<file path="src/rtl/fm_mem_arbiter_rr.sv">
// fm_mem_arbiter_rr: round-robin arbiter merging N read and N write clients onto one single-port feature-map RAM
// Optional FM_ARB_BOUNDS_CHECK_EN: out-of-range coordinates suppress the RAM access and pulse err_oob.
module fm_mem_arbiter_rr #(
  parameter int NUM_CLIENTS = 2,
  parameter int COORD_BITS = 8,
  parameter int CHANNELS = 4,
  parameter int BITS_PER_CHANNEL = 9,
  parameter int FM_WIDTH = 32,
  parameter int FM_HEIGHT = 32,
  parameter int MEM_LATENCY = 1,
  parameter int STARVE_LIMIT = 4,
  localparam int FM_W = CHANNELS * BITS_PER_CHANNEL,
  localparam int ADDR_BITS = $clog2(FM_WIDTH * FM_HEIGHT)
) (
  input  logic                                clk,
  input  logic                                rst_n,
  input  logic [NUM_CLIENTS-1:0]              rd_req,
  input  logic [NUM_CLIENTS*2*COORD_BITS-1:0] rd_coord,
  output logic [NUM_CLIENTS-1:0]              rd_ready,
  output logic [NUM_CLIENTS-1:0]              rd_valid,
  output logic [FM_W-1:0]                     rd_data,
  input  logic [NUM_CLIENTS-1:0]              wr_req,
  input  logic [NUM_CLIENTS*2*COORD_BITS-1:0] wr_coord,
  input  logic [NUM_CLIENTS*FM_W-1:0]         wr_data,
  output logic [NUM_CLIENTS-1:0]              wr_ready,
  output logic                                mem_en,
  output logic                                mem_we,
  output logic [ADDR_BITS-1:0]                mem_addr,
  output logic [FM_W-1:0]                     mem_wdata,
  input  logic [FM_W-1:0]                     mem_rdata,
  output logic                                err_oob
);
  localparam int N = NUM_CLIENTS;
  localparam int CW = 2 * COORD_BITS;
  localparam int PW = N > 1 ? $clog2(N) : 1;
  localparam int SW = $clog2(STARVE_LIMIT + 1);
  logic [PW-1:0] rd_ptr, wr_ptr, rd_sel, wr_sel, rk, wk;
  logic [SW-1:0] starve;
  logic rd_any, wr_any, wr_pick, rd_pick, grant, bad;
  logic [CW-1:0] coord;
  logic [COORD_BITS-1:0] x, y;
  logic [MEM_LATENCY-1:0] pv, pb;
  logic [MEM_LATENCY-1:0][PW-1:0] pid;
  // Scan from the pointer downwards so the nearest requester after the pointer wins.
  always_comb begin
    rd_sel = rd_ptr;
    wr_sel = wr_ptr;
    rk = '0;
    wk = '0;
    for (int j = N - 1; j >= 0; j--) begin
      rk = PW'((int'(rd_ptr) + j) % N);
      wk = PW'((int'(wr_ptr) + j) % N);
      if (rd_req[rk]) rd_sel = rk;
      if (wr_req[wk]) wr_sel = wk;
    end
  end
  assign rd_any = |rd_req;
  assign wr_any = |wr_req;
  assign wr_pick = rst_n && wr_any && (!rd_any || 32'(starve) < STARVE_LIMIT);
  assign rd_pick = rst_n && rd_any && !wr_pick;
  assign grant = rd_pick || wr_pick;
  assign coord = wr_pick ? wr_coord[wr_sel*CW +: CW] : rd_coord[rd_sel*CW +: CW];
  assign {y, x} = coord;
`ifdef FM_ARB_BOUNDS_CHECK_EN
  assign bad = 32'(x) >= FM_WIDTH || 32'(y) >= FM_HEIGHT;
`else
  assign bad = 1'b0;
`endif
  assign err_oob = grant && bad;
  assign mem_en = grant && !bad;
  assign mem_we = wr_pick && !bad;
  assign mem_addr = grant ? ADDR_BITS'(y) * ADDR_BITS'(FM_WIDTH) + ADDR_BITS'(x) : '0;
  assign mem_wdata = wr_pick ? wr_data[wr_sel*FM_W +: FM_W] : '0;
  assign rd_data = pv[MEM_LATENCY-1] && !pb[MEM_LATENCY-1] ? mem_rdata : '0;
  always_comb begin
    for (int i = 0; i < N; i++) begin
      rd_ready[i] = rd_pick && rd_sel == PW'(i);
      wr_ready[i] = wr_pick && wr_sel == PW'(i);
      rd_valid[i] = pv[MEM_LATENCY-1] && pid[MEM_LATENCY-1] == PW'(i);
    end
  end
  always_ff @(posedge clk or negedge rst_n) begin
    if (!rst_n) begin
      rd_ptr <= '0;
      wr_ptr <= '0;
      starve <= '0;
      pv <= '0;
      pb <= '0;
      pid <= '0;
    end else begin
      if (rd_pick) rd_ptr <= rd_sel == PW'(N - 1) ? '0 : rd_sel + 1'b1;
      if (wr_pick) wr_ptr <= wr_sel == PW'(N - 1) ? '0 : wr_sel + 1'b1;
      if (rd_pick || !rd_any) starve <= '0;
      else if (wr_pick && starve != SW'(STARVE_LIMIT)) starve <= starve + 1'b1;
      pv[0] <= rd_pick;
      pb[0] <= bad;
      pid[0] <= rd_sel;
      for (int i = 1; i < MEM_LATENCY; i++) begin
        pv[i] <= pv[i-1];
        pb[i] <= pb[i-1];
        pid[i] <= pid[i-1];
      end
    end
  end
endmodule

</file>
<file path="config.mk">
export PLATFORM = sky130hd
export DESIGN_NAME = fm_mem_arbiter_rr
export DESIGN_NICKNAME = d
export VERILOG_FILES = /design/src/rtl/fm_mem_arbiter_rr.sv
export SDC_FILE = /design/constraint.sdc
export NUM_CORES = 1
export LEC_CHECK = 0
export BUFFER_PORTS_ARGS = -buffer_cell sky130_fd_sc_hd__buf_4
export CAP_MARGIN = 20
export CORE_AREA = 2 2 106 108
export CTS_BUF_LIST = sky130_fd_sc_hd__clkbuf_2 sky130_fd_sc_hd__clkbuf_4 sky130_fd_sc_hd__clkbuf_8
export CTS_CLUSTER_DIAMETER = 50
export CTS_CLUSTER_SIZE = 16
export DETAILED_ROUTE_END_ITERATION = 7
export DIE_AREA = 0 0 108 110
export SLEW_MARGIN = 40
export SYNTH_ARGS = -nofsm -noshare
export SYNTH_HDL_FRONTEND = slang
export SYNTH_SLANG_ARGS = --single-unit
</file>
<file path="constraint.sdc">
create_clock -name clk -period 2.7 [get_ports clk]
set_input_delay 0.135 -clock clk [delete_from_list [all_inputs] [get_ports clk]]
set_output_delay 0.135 -clock clk [all_outputs]
set_load 0.005 [all_outputs]
</file>
==> results.cfg, run 1 <==
[sta]
skew_ns = 0.0009290
finalSetupViolCount = 1
fmax_ghz = 0.3623
setup_ws_ns = -0.06048
rsz0062_at_grt = yes
fin_crit_ns = 2.760
post-route-period-util_pct = 102.2
final-hold-violation-count = 0
finalMaxSlewViolations = 0

[power]
switching_share_pct = 36.85
internal_power_uw = 717.1
sequentialPowerShare_pct = 11.9
p_switching_uw = 418.5
vdd_drop_max_mv = 0.1554
p_per_area_nw_per_um2 = 284.5
comb_power_share_pct = 74.3
clockPowerShare_pct = 13.7
p_leak_uw = 0.002234

[status]
violations = setup timing
status = finished with violations

[finish]
utilization_pct = 37.31
nets = 740
drive_gt1_share_pct = 54.05
antennaDiodeCount = 0
area_delta_synth_final_pct = 130.2
stdcell_count = 695

[run]
max-cap-violations = 0

[clocking]
h-tree-depth = 1
cts_tree = built
cts_root_buffer = clkbuf_8
cts.reportedPaths.clkPinSlew_ns = 0.04
cts_buffers = 3
clk_latency_ns = 0.22
cts.sinks = 7
cts_buffer_depth = 2

[synth]
syn-instance-count = 298
syn-num-nets = 482
ys_types = 33
ys_seq_area_share_pct = 10.10
syn-mean-instance-area_sq_um = 5.819
syn_area_sq_um = 1734
ys_warn_count = 0
ys_ff_latch = 7

[detailed_routing]
wl_met3_um = 869
drt_iter0_markers = 112
drc_errors = 0
wl_met1_um = 3212
wire_per_inst_um = 12.95
drtAntennaViolNets = 0
drt-total-wl_um = 9002
route.vias.total = 2975
drt-pass1-iter-count = 4
highest_layer = met4
wl_met2_um = 4852
via_per_inst = 4.281

[critical_path]
critical_path_class = flop to output pin
critPathRequiredTime_ns = 2.57
endpoint_kind = output pin
cp.arrival_ns = 2.63
worst_setup_path_start_kind = flop
rrSetupSlack_ns = 1.18
crit_fanout = 7

[floorplanning]
io_pins = 269
coreArea_sq_um = 10700
die_h_um = 110
dieArea_sq_um = 11880
fp.dieW_um = 108
initial_core_util_pct = 16.21
rows = 38

[grt]
grt_usage_pct = 13.55
grt_start_max_net_pins = 39
antenna_found_initial = 0
first_global_vias = 2842
grt_pass1_wl_um = 13010
grt-ovfl-total = 0

[hold_path]
hp-class = primary input to flop

[place]
dp_hpwl_um = 7509
gp_congestion = 0.7523
dp_cells = 685
port_buffers = 255
power by group through the flow:
stage | clock network [uW] | logic, uW | registers [uW]
finish | 156 | 844 | 136
floorplan | 0 | 364 | 127
CTS | 160 | 854 | 135
detailed placement | 0 | 812 | 136
global route | 167 | 934 | 139
global placement | 0 | 803 | 135
layer usage:
layer  up-vias  track usage [%]
met3         6            2.469
met2       174            27.90
met5         -                0
met4         0            2.289
li1       1481                -
met1      1314            14.34
layout make-up:
cell class	count	area, sq um
timing repair buffer	277	2086
clock buffer	4	48.80
sequential	7	176.4
tap	140	175.2
multi-input combinational	257	1468
fill	1134	6706
inverter	10	37.54
path summary, 6_finish.rpt:
path                                    end  depth (start not counted)       from
worst max-delay path            mem_addr[9]                         11     rd_ptr
worst min-delay path              starve[1]                          3  rd_req[0]
worst max register to register    starve[0]                          6  starve[2]
worst min register to register       rd_ptr                          1     rd_ptr
max in group asynchronous                pv                          2      rst_n
min in group asynchronous               pid                          2      rst_n
cells in the mapped netlist, drive strengths merged:
library cell / instances / area [sq um]
a211oi: 5 / 37.54
a21o: 5 / 37.54
a21oi: 47 / 239.0
a221o: 1 / 10.01
a32oi: 1 / 8.760
and2: 39 / 244.0
and3: 10 / 62.56
buf: 12 / 63.81
clkbuf: 12 / 45.04
conb: 1 / 3.750
dfrtp: 7 / 175.2
fa: 1 / 20.02
ha: 5 / 62.56
inv: 10 / 37.53
maj3: 1 / 11.26
mux2: 1 / 11.26
mux2i: 15 / 150.1
nand2: 96 / 360.4
nand2b: 1 / 6.260
nand3: 1 / 5.000
nor2: 15 / 56.30
nor2b: 3 / 18.77
o2111ai: 1 / 8.760
o21ai: 2 / 10.01
o31ai: 1 / 12.51
or2: 3 / 18.77
xor2: 2 / 17.52
metrics by stage:
stage	instance area [sq um]	hold slack, ns	power, uW	setup TNS [ns]	setup slack [ns]
floorplan	1734	-0.1606	491.1	0	0.2022
global placement	3847	-0.02454	937.8	0	0.03883
detailed placement	3847	-0.02578	948.2	0	0.02342
CTS	3986	0.1996	1149	-0.004703	-0.004703
global route	3991	0.2296	1240	-0.2314	-0.1756
finish	3991	0.2064	1136	-0.06048	-0.06048
worst max-delay path: stages, from the launching register on:
cell,delay [ns]
dfrtp_1,0.37
maj3_4,0.40
mux2i_1,0.26
a21oi_2,0.09
ha_2,0.19
inv_1,0.07
fa_2,0.19
inv_1,0.04
a21o_1,0.19
a221o_1,0.31
a21oi_2,0.14
buf_4,0.12
registers in the layout, summed over array words and instances, names as in the netlist:
register / flops
pid: 1
pv: 1
rd_ptr: 1
starve: 3
wr_ptr: 1
timing repair:
item	CTS	global route
gates cloned	0	0
setup buffers	5	0
gates resized for setup	14	1
pin swaps	7	3
hold buffers	1	0
setup endpoints to repair	3	3
endpoints found under the hold margin	7	0
layout by cell type, fill, tap and decap left out, drive strengths merged, types with 2 or more instances in the layout:
cell    netlist  routed
buf          12     276
o21ai         2       2
or2           3       3
mux2i        15      15
inv          10      10
a211oi        5       5
a21oi        47      47
dfrtp         7       7
and2         39      39
a21o          5       5
clkbuf       12       4
xor2          2       2
nor2b         3       3
nand2        96      96
ha            5       5
nor2         15      15
and3         10      10
cell families (layout without fill, tap and decap cells):
| logic type | count (synthesis) | count (layout) | synth area share [%] |
|---|---|---|---|
| and+or+nand+nor | 168 | 168 | 44.52 |
| buffers and inverters | 34 | 291 | 8.441 |
| xor gates and xnor gates | 2 | 2 | 1.010 |
| other | 1 | 1 | 0.2162 |
| AOI/OAI and AO/OA | 63 | 63 | 21.00 |
| muxes | 16 | 16 | 9.307 |
| DFF | 7 | 7 | 10.10 |
| adders and majority gates | 7 | 7 | 5.411 |
(Power assumes the default switching activity.)
==> inputs of run 2 (changes only) <==
- SETUP_SLACK_MARGIN: default -> 0.02
==> run 2 against run 1 <==
- wire length about the same
- via count unchanged
- setup slack about the same
- utilization is the same
- the flow still finishes with violations (setup timing)
- clock skew unchanged
- design area unchanged
- hold slack about the same
- highest routed layer unchanged
- global-route usage stayed put
- total power is essentially flat
- count of clock-buffer cells in the layout did not move
==> results.cfg, run 2 (synthesis gave the netlist of run 1 again) <==
[status]
status = finished with violations
violations = setup timing

[finish]
drive_gt1_share_pct = 54.05
area_delta_synth_final_pct = 130.2
largest_register_ffs = 3
utilization_pct = 37.31
final_cell_mix = buf_4 (275), nand2_1 (96), a21oi_1 (43)
fin_area_sq_um = 3991
mostFrequentLayoutCell = buf_4
top_register = starve
n_fill_cell = 1134
antennaDiodeCount = 0
nets = 740

[sta]
post-route-period-util_pct = 102.2
rsz0062_at_grt = yes
setup_ws_ns = -0.06007
final-hold-violation-count = 0
finalMaxSlewViolations = 0
finalSetupViolCount = 1
holdWs_ns = 0.2064
skew_ns = 0.0009290
fmax_ghz = 0.3623
fin_crit_ns = 2.760

[critical_path]
path_cells = maj3_4, mux2i_1, a21oi_2, ha_2, inv_1, fa_2, inv_1, a21o_1, a221o_1, a21oi_2, buf_4
critPathRequiredTime_ns = 2.57
critical_path_class = flop to output pin
worst_path_max_delay_cell = maj3_4
crit_fanout = 7
cp.arrival_ns = 2.63
endpoint_kind = output pin
worst_setup_path_start_kind = flop
cpPeakStageDelay_ns = 0.40

[detailed_routing]
drt_iter0_markers = 113
drt-pass1-iter-count = 4
drc_errors = 0
wire_per_inst_um = 12.95
via_per_inst = 4.281
drtAntennaViolNets = 0
route.vias.total = 2975
drt-total-wl_um = 9000

[place]
dp_hpwl_um = 7509
port_buffers = 255
place_area_sq_um = 3847
gp_congestion = 0.7523

[run]
max-cap-violations = 0

[clocking]
cts_buffer_depth = 2
cts.sinks = 7
cts_root_buffer = clkbuf_8
cts.reportedPaths.clkPinSlew_ns = 0.04
h-tree-depth = 1
cts_buffers = 3
clk_latency_ns = 0.22
cts_tree = built

[power]
p_per_area_nw_per_um2 = 284.5
vdd_drop_max_mv = 0.1554
power_uw = 1136
p_leak_uw = 0.002234

[grt]
grt_start_max_net_pins = 39
grt_pass1_wl_um = 13010
first_global_vias = 2842
grt-ovfl-total = 0
grt_usage_pct = 13.55
antenna_found_initial = 0

[floorplanning]
coreArea_sq_um = 10700
die_h_um = 110
initial_core_util_pct = 16.21
rows = 38
io_pins = 269
dieArea_sq_um = 11880
fp.dieW_um = 108

[hold_path]
hp-class = primary input to flop
## run 2: cell counts in the layout (fill, tap and decap cells not counted)
Identical to the previous run, type by type.
## run 2: cell type report
cell class                      instances  area (sq um)  share of cell area [%]
Timing Repair Buffer                  277          2086                   52.26
Multi-Input combinational cell        257          1468                   36.77
Tap cell                              140         175.2                   4.389
Clock buffer                            4         48.80                   1.223
Sequential cell                         7         176.4                   4.420
Inverter                               10         37.54                  0.9404
## run 2: critical path, delay by kind of cell (launching register included)
| family | cells | cell delay [ns] |
|---|---|---|
| multiplexers | 1 | 0.26 |
| buffers and inverters | 3 | 0.23 |
| adder cells (fa/ha/maj) | 3 | 0.78 |
| flip-flops | 1 | 0.37 |
| AO/OA/AOI/OAI | 4 | 0.73 |
## run 2: what timing repair did
action	4_1_cts	5_1_grt
gates resized for setup	14	1
pin swaps	7	3
hold endpoints to repair	7	0
hold buffers	1	0
setup buffers	5	0
setup endpoints to repair	3	3
## run 2: metal layers
| layer | share of wire, % | track usage (%) | wire length (um) |
|---|---|---|---|
| met5 | 0 | 0 | 0 |
| met4 | 0.74 | 2.289 | 67 |
| met3 | 9.7 | 2.469 | 869 |
| met2 | 54 | 27.90 | 4852 |
| met1 | 36 | 14.34 | 3211 |
## run 2: final timing paths
check | depth (start not counted) | startpoint | slack [ns] | to
setup / recovery | 11 | rd_ptr | -0.06 | mem_addr[9]
hold / removal | 3 | rd_req[0] | 0.21 | starve[1]
hold reg to reg | 1 | rd_ptr | 0.49 | rd_ptr
setup reg to reg | 6 | starve[2] | 1.18 | starve[0]
max in group asynchronous | 2 | rst_n | 1.99 | pv
min in group asynchronous | 2 | rst_n | 0.42 | pid
## run 2: metrics by stage
step | instances | TNS [ns] | worst slack, ns
floorplan | 298 | 0 | 0.2022
global placement | 685 | 0 | 0.03883
detailed placement | 685 | 0 | 0.02342
CTS | 695 | -0.004703 | -0.004703
global route | 695 | -0.2314 | -0.1756
finish | 695 | -0.06007 | -0.06007
## run 2: where the power goes
| part | leakage, uW | internal, uW | total, uW | switching [uW] |
|---|---|---|---|---|
| Sequential | 0.0000871 | 120 | 136 | 16.0 |
| Combinational | 0.00212 | 485 | 844 | 358 |
| Clock | 0.0000262 | 112 | 156 | 44.0 |
